[src/rtl/gray_pkg.sv]
// Shared constants and binary/Gray conversion helpers
// for the Gray up/down counter and its benches.
package gray_pkg;

    localparam int GRAY_WIDTH = 4;
    localparam int GRAY_MAXW  = 32;

    typedef logic [GRAY_MAXW-1:0] gvec_t;

    // Zero-extended inputs keep the top output bit equal to b[W-1].
    function automatic gvec_t bin2gray(input gvec_t b);
        return b ^ (b >> 1);
    endfunction

    function automatic gvec_t gray2bin(input gvec_t g);
        gvec_t b;
        b[GRAY_MAXW-1] = g[GRAY_MAXW-1];
        for (int i = GRAY_MAXW - 2; i >= 0; i--) begin
            b[i] = b[i+1] ^ g[i];
        end
        return b;
    endfunction

endpackage

[src/rtl/gray_counter.sv]
// Binary up/down counter with a registered Gray copy
// encoded from the next-state value, so both update together.
module gray_counter
    import gray_pkg::*;
#(
    parameter int WIDTH    = GRAY_WIDTH,
    parameter int SATURATE = 0
) (
    input  logic             clk,
    input  logic             rst_n,
    input  logic             en,
    input  logic             up,
    input  logic             load,
    input  logic [WIDTH-1:0] load_val,
    output logic [WIDTH-1:0] bin_q,
    output logic [WIDTH-1:0] gray_q,
    output logic             wrap,
    output logic             at_term
);

    logic [WIDTH-1:0] bin_d;
    logic [WIDTH-1:0] gray_d;
    logic             wrap_d;

    assign at_term = up ? (&bin_q) : ~(|bin_q);

    always_comb begin
        bin_d  = bin_q;
        wrap_d = 1'b0;
        if (load) begin
            bin_d = load_val;
        end else if (en) begin
            if (at_term) begin
                wrap_d = 1'b1;
                if (SATURATE == 0) begin
                    bin_d = up ? '0 : '1;
                end
            end else begin
                bin_d = up ? bin_q + 1'b1 : bin_q - 1'b1;
            end
        end
    end

    assign gray_d = WIDTH'(bin2gray(GRAY_MAXW'(bin_d)));

    always_ff @(posedge clk) begin
        if (!rst_n) begin
            bin_q  <= '0;
            gray_q <= '0;
            wrap   <= 1'b0;
        end else begin
            bin_q  <= bin_d;
            gray_q <= gray_d;
            wrap   <= wrap_d;
        end
    end

endmodule

[config.mk]
export PLATFORM = sky130hd
export DESIGN_NAME = gray_counter
export DESIGN_NICKNAME = d
export VERILOG_FILES = /design/src/rtl/gray_pkg.sv /design/src/rtl/gray_counter.sv
export SDC_FILE = /design/constraint.sdc
export NUM_CORES = 1
export LEC_CHECK = 0
export CAP_MARGIN = 25
export CORE_AREA = 4 4 42 44
export CTS_BUF_LIST = sky130_fd_sc_hd__clkbuf_16
export DETAILED_ROUTE_END_ITERATION = 6
export DIE_AREA = 0 0 46 48
export GPL_TIMING_DRIVEN = 0
export PLACE_DENSITY = 0.71
export SLEW_MARGIN = 20
export SYNTH_ARGS = -nofsm -noshare
export SYNTH_HDL_FRONTEND = slang
export SYNTH_SLANG_ARGS = --single-unit
[constraint.sdc]
create_clock -name clk -period 2.5 [get_ports clk]
set_input_delay 0.375 -clock clk [delete_from_list [all_inputs] [get_ports clk]]
set_output_delay 0.375 -clock clk [all_outputs]
set_load 0.02 [all_outputs]
; ---- After elaboration in Yosys (flattened, before gate mapping)
; Index checks and enable logic that the tools add are counted.
[totals]
reg_bits = 9
out_inout_bits = 10
[classes]
n_reduce_logical = 3
mux = 7
n_bitwise = 4
addsub = 2
[ops]
columns = cell, count
row1 = 4-bit 2-to-1 mux, 5
row2 = 4-bit by 1-bit adder with 4-bit output (second input constant), 1
row3 = 4-bit AND reduction, 1
row4 = 4-bit OR reduction, 1
row5 = 4-bit by 1-bit subtractor with 4-bit output (second input constant), 1
row6 = 4-bit by 3-bit XOR with 4-bit output, 1
row7 = 1-bit NOT, 3
row8 = 3-bit OR reduction, 1
row9 = 1-bit 2-to-1 mux, 2

; ---- Depth between registers and ports, before layout
; Gate-level depths: netlist (run 1).
[depth]
depth_word = 7
mapped_depth = 7
mapped_depth_nobuf = 7

; ---- Worst setup path before layout (run 1)
; Ideal clock, no wire load.
[synth_path]
path_type = reg-to-reg
startpoint = register bin_q[0]
endpoint = register gray_q[2]
path_buffers = 0
required_ns = 2.379
setup_ns = 0.121
path_stages_with_launch = 8
setup_slack_ns = 0.621
arrival_time_ns = 1.758
path_cell_list = dfxtp_1 > inv_1 > fa_1 > xor2_1 > o211ai_2 > o22ai_2 > nor2b_1 > mux2_4
[synth_via]
elab_chain_cells = 7
word_cells_on_any_way = 11
cone_classes = add/sub: 2 / mux: 5 / bitwise: 2 / reduce/logical: 2
[synth_rtl]
columns = item, line
row1 = "start, declared", gray_counter.sv:15  ; output logic [WIDTH-1:0] bin_q,
row2 = "start signal, assigned", gray_counter.sv:52  ; bin_q <= bin_d;
row3 = "parallel branches: the longest is 3 deep, another holds 4-bit by 1-bit subtractor with 4-bit output", --
row4 = 4-bit 2-to-1 mux *, gray_counter.sv:33  ; if (at_term) begin
row5 = 4-bit 2-to-1 mux *, gray_counter.sv:32  ; end else if (en) begin
row6 = 4-bit 2-to-1 mux *, gray_counter.sv:30  ; if (load) begin
row7 = 4-bit by 3-bit XOR with 4-bit output *, gray_pkg.sv:12  ; return b ^ (b >> 1);
row8 = "end signal, assigned", gray_counter.sv:53  ; gray_q <= gray_d;
row9 = "end, declared", gray_counter.sv:16  ; output logic [WIDTH-1:0] gray_q,
; Every way passes the cells marked *.
; A chain may end at the register's enable or synchronous reset.

; ---- Worst setup path in the final report (run 1)
[layout_path]
startpoint = input up
endpoint = output at_term
[layout_via]
elab_chain_cells = 1
[layout_rtl]
columns = item, line
row1 = "start, declared", gray_counter.sv:12  ; input logic up,
row2 = 1-bit 2-to-1 mux, gray_counter.sv:25  ; assign at_term = up ? (&bin_q) : ~(|bin_q);
row3 = "end, declared", gray_counter.sv:18  ; output logic at_term
; Every way passes these cells.

==> results.tsv, run 1 <==
stage	metric	value	unit
synthesis	avgSynthCellArea	9.79	um2
synthesis	synth_top_cell_area_share	29.2	%
route	drt-initial-drc-count	10	
critical_path	critPathLaunchType	primary input	
placed_design	place_ws	-91.7	ps
route	viasPerCell	4.94	
timing	period_share	94.2	%
route	routedWlPerCell	13.0	um
synthesis	synth_cell_types	29	
final_layout	areaGrowthSynthToFinish	50.2	%
timing	drv_slew	0	
critical_path	critPathKind	in -> out	
power_and_ir_drop	p_per_area	721	nW/um2
clock_network	cts_root_buffer	clkbuf_16	
route	drt.antenna.violating_nets	0	
timing	worst_pin_slew	363	ps
critical_path	cp-end-kind	primary output	
clock_network	clk-insertion-delay-late	230	ps
min_path	hold_path_class	reg -> reg	
critical_path	critical_path_arrival	1980	ps
timing	finalClockSkew	0.712	ps
synthesis	seq_area_frac_synth	29.2	%
synthesis	postSynthCellCount	56	
route	wl_met3	68	um
synthesis	synth_fp_nets	68	
timing	fmax	425	MHz
synthesis	synth_area	548	um2
clock_network	cts_resized	0	
route	drc_errors	0	
global_routing	antenna_found_initial	0	
clock_network	clkSlewWorstSetupHoldPaths	40	ps
placed_design	hpwl	947	um
global_routing	grt_max_degree	11	
clock_network	hold_buffers	0	
floorplan	die_x	46	um
floorplan	num_rows	14	
power_and_ir_drop	vdd_drop_max	543	uV
power_and_ir_drop	p_leak	0.340	nW
synthesis	synth_area_leaders	dfxtp_1, xor2_1, mux2_4	
route	wl_met1	505	um
run_status	status	finished, final reports clean	
synthesis	yosys_warnings	0	
route	num_vias	459	
flow_run	cap_viol_max_count	0	
critical_path	r2r_cells	7	
clock_network	clock-sinks	8	
timing	worst_slack	145	ps
final_layout	nNetsFinal	91	
critical_path	required	2120	ps
floorplan	num_io_pins	19	
power_and_ir_drop	power	594	uW
global_routing	grt_pass1_vias	437	
timing	finalHoldViolCount	0	
final_layout	drive_gt1_share	22.1	%
clock_network	cts_max_path_buffers	2	
route	first_pass_iters	2	
placed_design	gp_congestion	0.749	
synthesis	yosysTopAreaCell	dfxtp_1	
global_routing	grt_pass1_wl	1970	um
timing	rsz0062_at_grt	no	
route	dr.max_layer_used	met3	
route	wirelength	1210	um
placed_design	port_buffers	18	
floorplan	start_util	38.2	%
synthesis	ys_ff_latch	8	
final_layout	antennaDiodeCount	0	
global_routing	gr-total-overflow	0	
timing	max_slew_margin	75.7	%
min_path	holdPathStages	4	
critical_path	cp_max_fo	6	
floorplan	core	1440	um2
route	dr_wl_met2	633	um
clock_network	cts_buffers	3	
clock_network	postCtsSetupBuffers	0	
timing	holdWs	818	ps
clock_network	tritoncts	yes	
timing	setup_viol	0	
floorplan	fp.dieH	48	um
clock_network	htreeDepth	1	
timing	period_minus_slack	2350	ps
global_routing	grt_util_all_layers	12.8	%
floorplan	die_area	2210	um2
## stage by stage
stage / utilization [%] / setup TNS [ps] / instances / cell area (um2)
after floorplan: - / 0 / 56 / 548
final: 57.3 / 0 / 93 / 823
after CTS: 57.3 / 0 / 93 / 823
after detailed placement: 52.1 / -91.7 / 90 / 748
after global placement: 52.1 / -63.3 / 90 / 748
after global routing: 57.3 / 0 / 93 / 823
## cells by family (layout without fill, tap and decap cells)
group | after synthesis | count (layout) | share of synthesized area (%)
and+or+nand+nor | 16 | 16 | 18.5
AOI/OAI and AO/OA | 14 | 14 | 22.8
DFF | 8 | 8 | 29.2
buffers and inverters | 7 | 28 | 6.16
xor gates and xnor gates | 6 | 6 | 9.59
adders and majority gates | 3 | 3 | 8.22
muxes | 2 | 2 | 5.48
## cell usage after synthesis, drive strengths merged
| library cell | count |
|---|---|
| and2 | 4 |
| nand2b | 1 |
| mux2 | 2 |
| nor4 | 1 |
| o211ai | 2 |
| dfxtp | 8 |
| a211oi | 1 |
| fa | 1 |
| or2b | 1 |
| xnor2 | 2 |
| o21ai | 2 |
| nor2 | 2 |
| a21oi | 4 |
| buf | 2 |
| inv | 5 |
| xor2 | 4 |
| ha | 2 |
| o22ai | 3 |
| and4 | 2 |
| nor2b | 3 |
| a21o | 2 |
| nand2 | 2 |
## cell type report
cell class | count | area, um2
plain buffers | 2 | 15.0
clock buffers | 3 | 75.1
fillers | 126 | 613
inverters | 5 | 18.8
multi-input cells | 41 | 354
flip-flops and latches | 8 | 160
well taps | 16 | 20.0
repair buffers | 18 | 180
## power breakdown
part	total, mW	internal, mW	leakage, nW	switching (mW)
Clock	0.263	0.206	0.0370	0.0569
Combinational	0.175	0.0925	0.237	0.0826
Sequential	0.156	0.144	0.0662	0.0125
## state kept, by name, indices dropped and copies added, names as in the netlist
signal	count
wrap	1
bin_q	4
gray_q	3
## cells in the final DEF (no fill, tap or decap), drive strengths merged, types with 2 or more instances in the layout
| master | synthesis | routed |
|---|---|---|
| a21oi | 4 | 4 |
| nor2b | 3 | 3 |
| and2 | 4 | 4 |
| xor2 | 4 | 4 |
| o211ai | 2 | 2 |
| mux2 | 2 | 2 |
| o21ai | 2 | 2 |
| buf | 2 | 2 |
| nor2 | 2 | 2 |
| dfxtp | 8 | 8 |
| clkdlybuf4s50 | 0 | 18 |
| ha | 2 | 2 |
| a21o | 2 | 2 |
| clkbuf | 0 | 3 |
| o22ai | 3 | 3 |
| xnor2 | 2 | 2 |
| nand2 | 2 | 2 |
| inv | 5 | 5 |
| and4 | 2 | 2 |
## layer usage
layer / vias up / track usage (%)
met1: 215 / 15.5
met5: - / 0
met2: 10 / 21.7
met3: 0 / 4.14
met4: 0 / 3.41
li1: 234 / -
## critical path, stage by stage
cell and delay [ps]:
clkdlybuf4s50_1 680, mux2_4 370, clkdlybuf4s50_1 540
## worst paths after layout
kind / startpoint / to / slack [ps]
max: up / at_term / 150
min: bin_q[0]$_SDFF_PN0_ / bin_q[0]$_SDFF_PN0_ / 820
max reg2reg: bin_q[0]$_SDFF_PN0_ / gray_q[2]$_SDFF_PN0_ / 570
min reg2reg: bin_q[0]$_SDFF_PN0_ / bin_q[0]$_SDFF_PN0_ / 820
Note: power is estimated with default switching activity, not from simulation.
==> inputs of run 2 (changes only) <==
--- a/config.mk
+++ b/config.mk
@@ -8,6 +8,7 @@
 export CAP_MARGIN = 25
 export CORE_AREA = 4 4 42 44
 export CTS_BUF_LIST = sky130_fd_sc_hd__clkbuf_16
+export CTS_CLUSTER_DIAMETER = 30
 export DETAILED_ROUTE_END_ITERATION = 6
 export DIE_AREA = 0 0 46 48
 export GPL_TIMING_DRIVEN = 0
==> results of run 2 <==
Same layout as run 1: the final DEF is identical, and so are final timing and power.
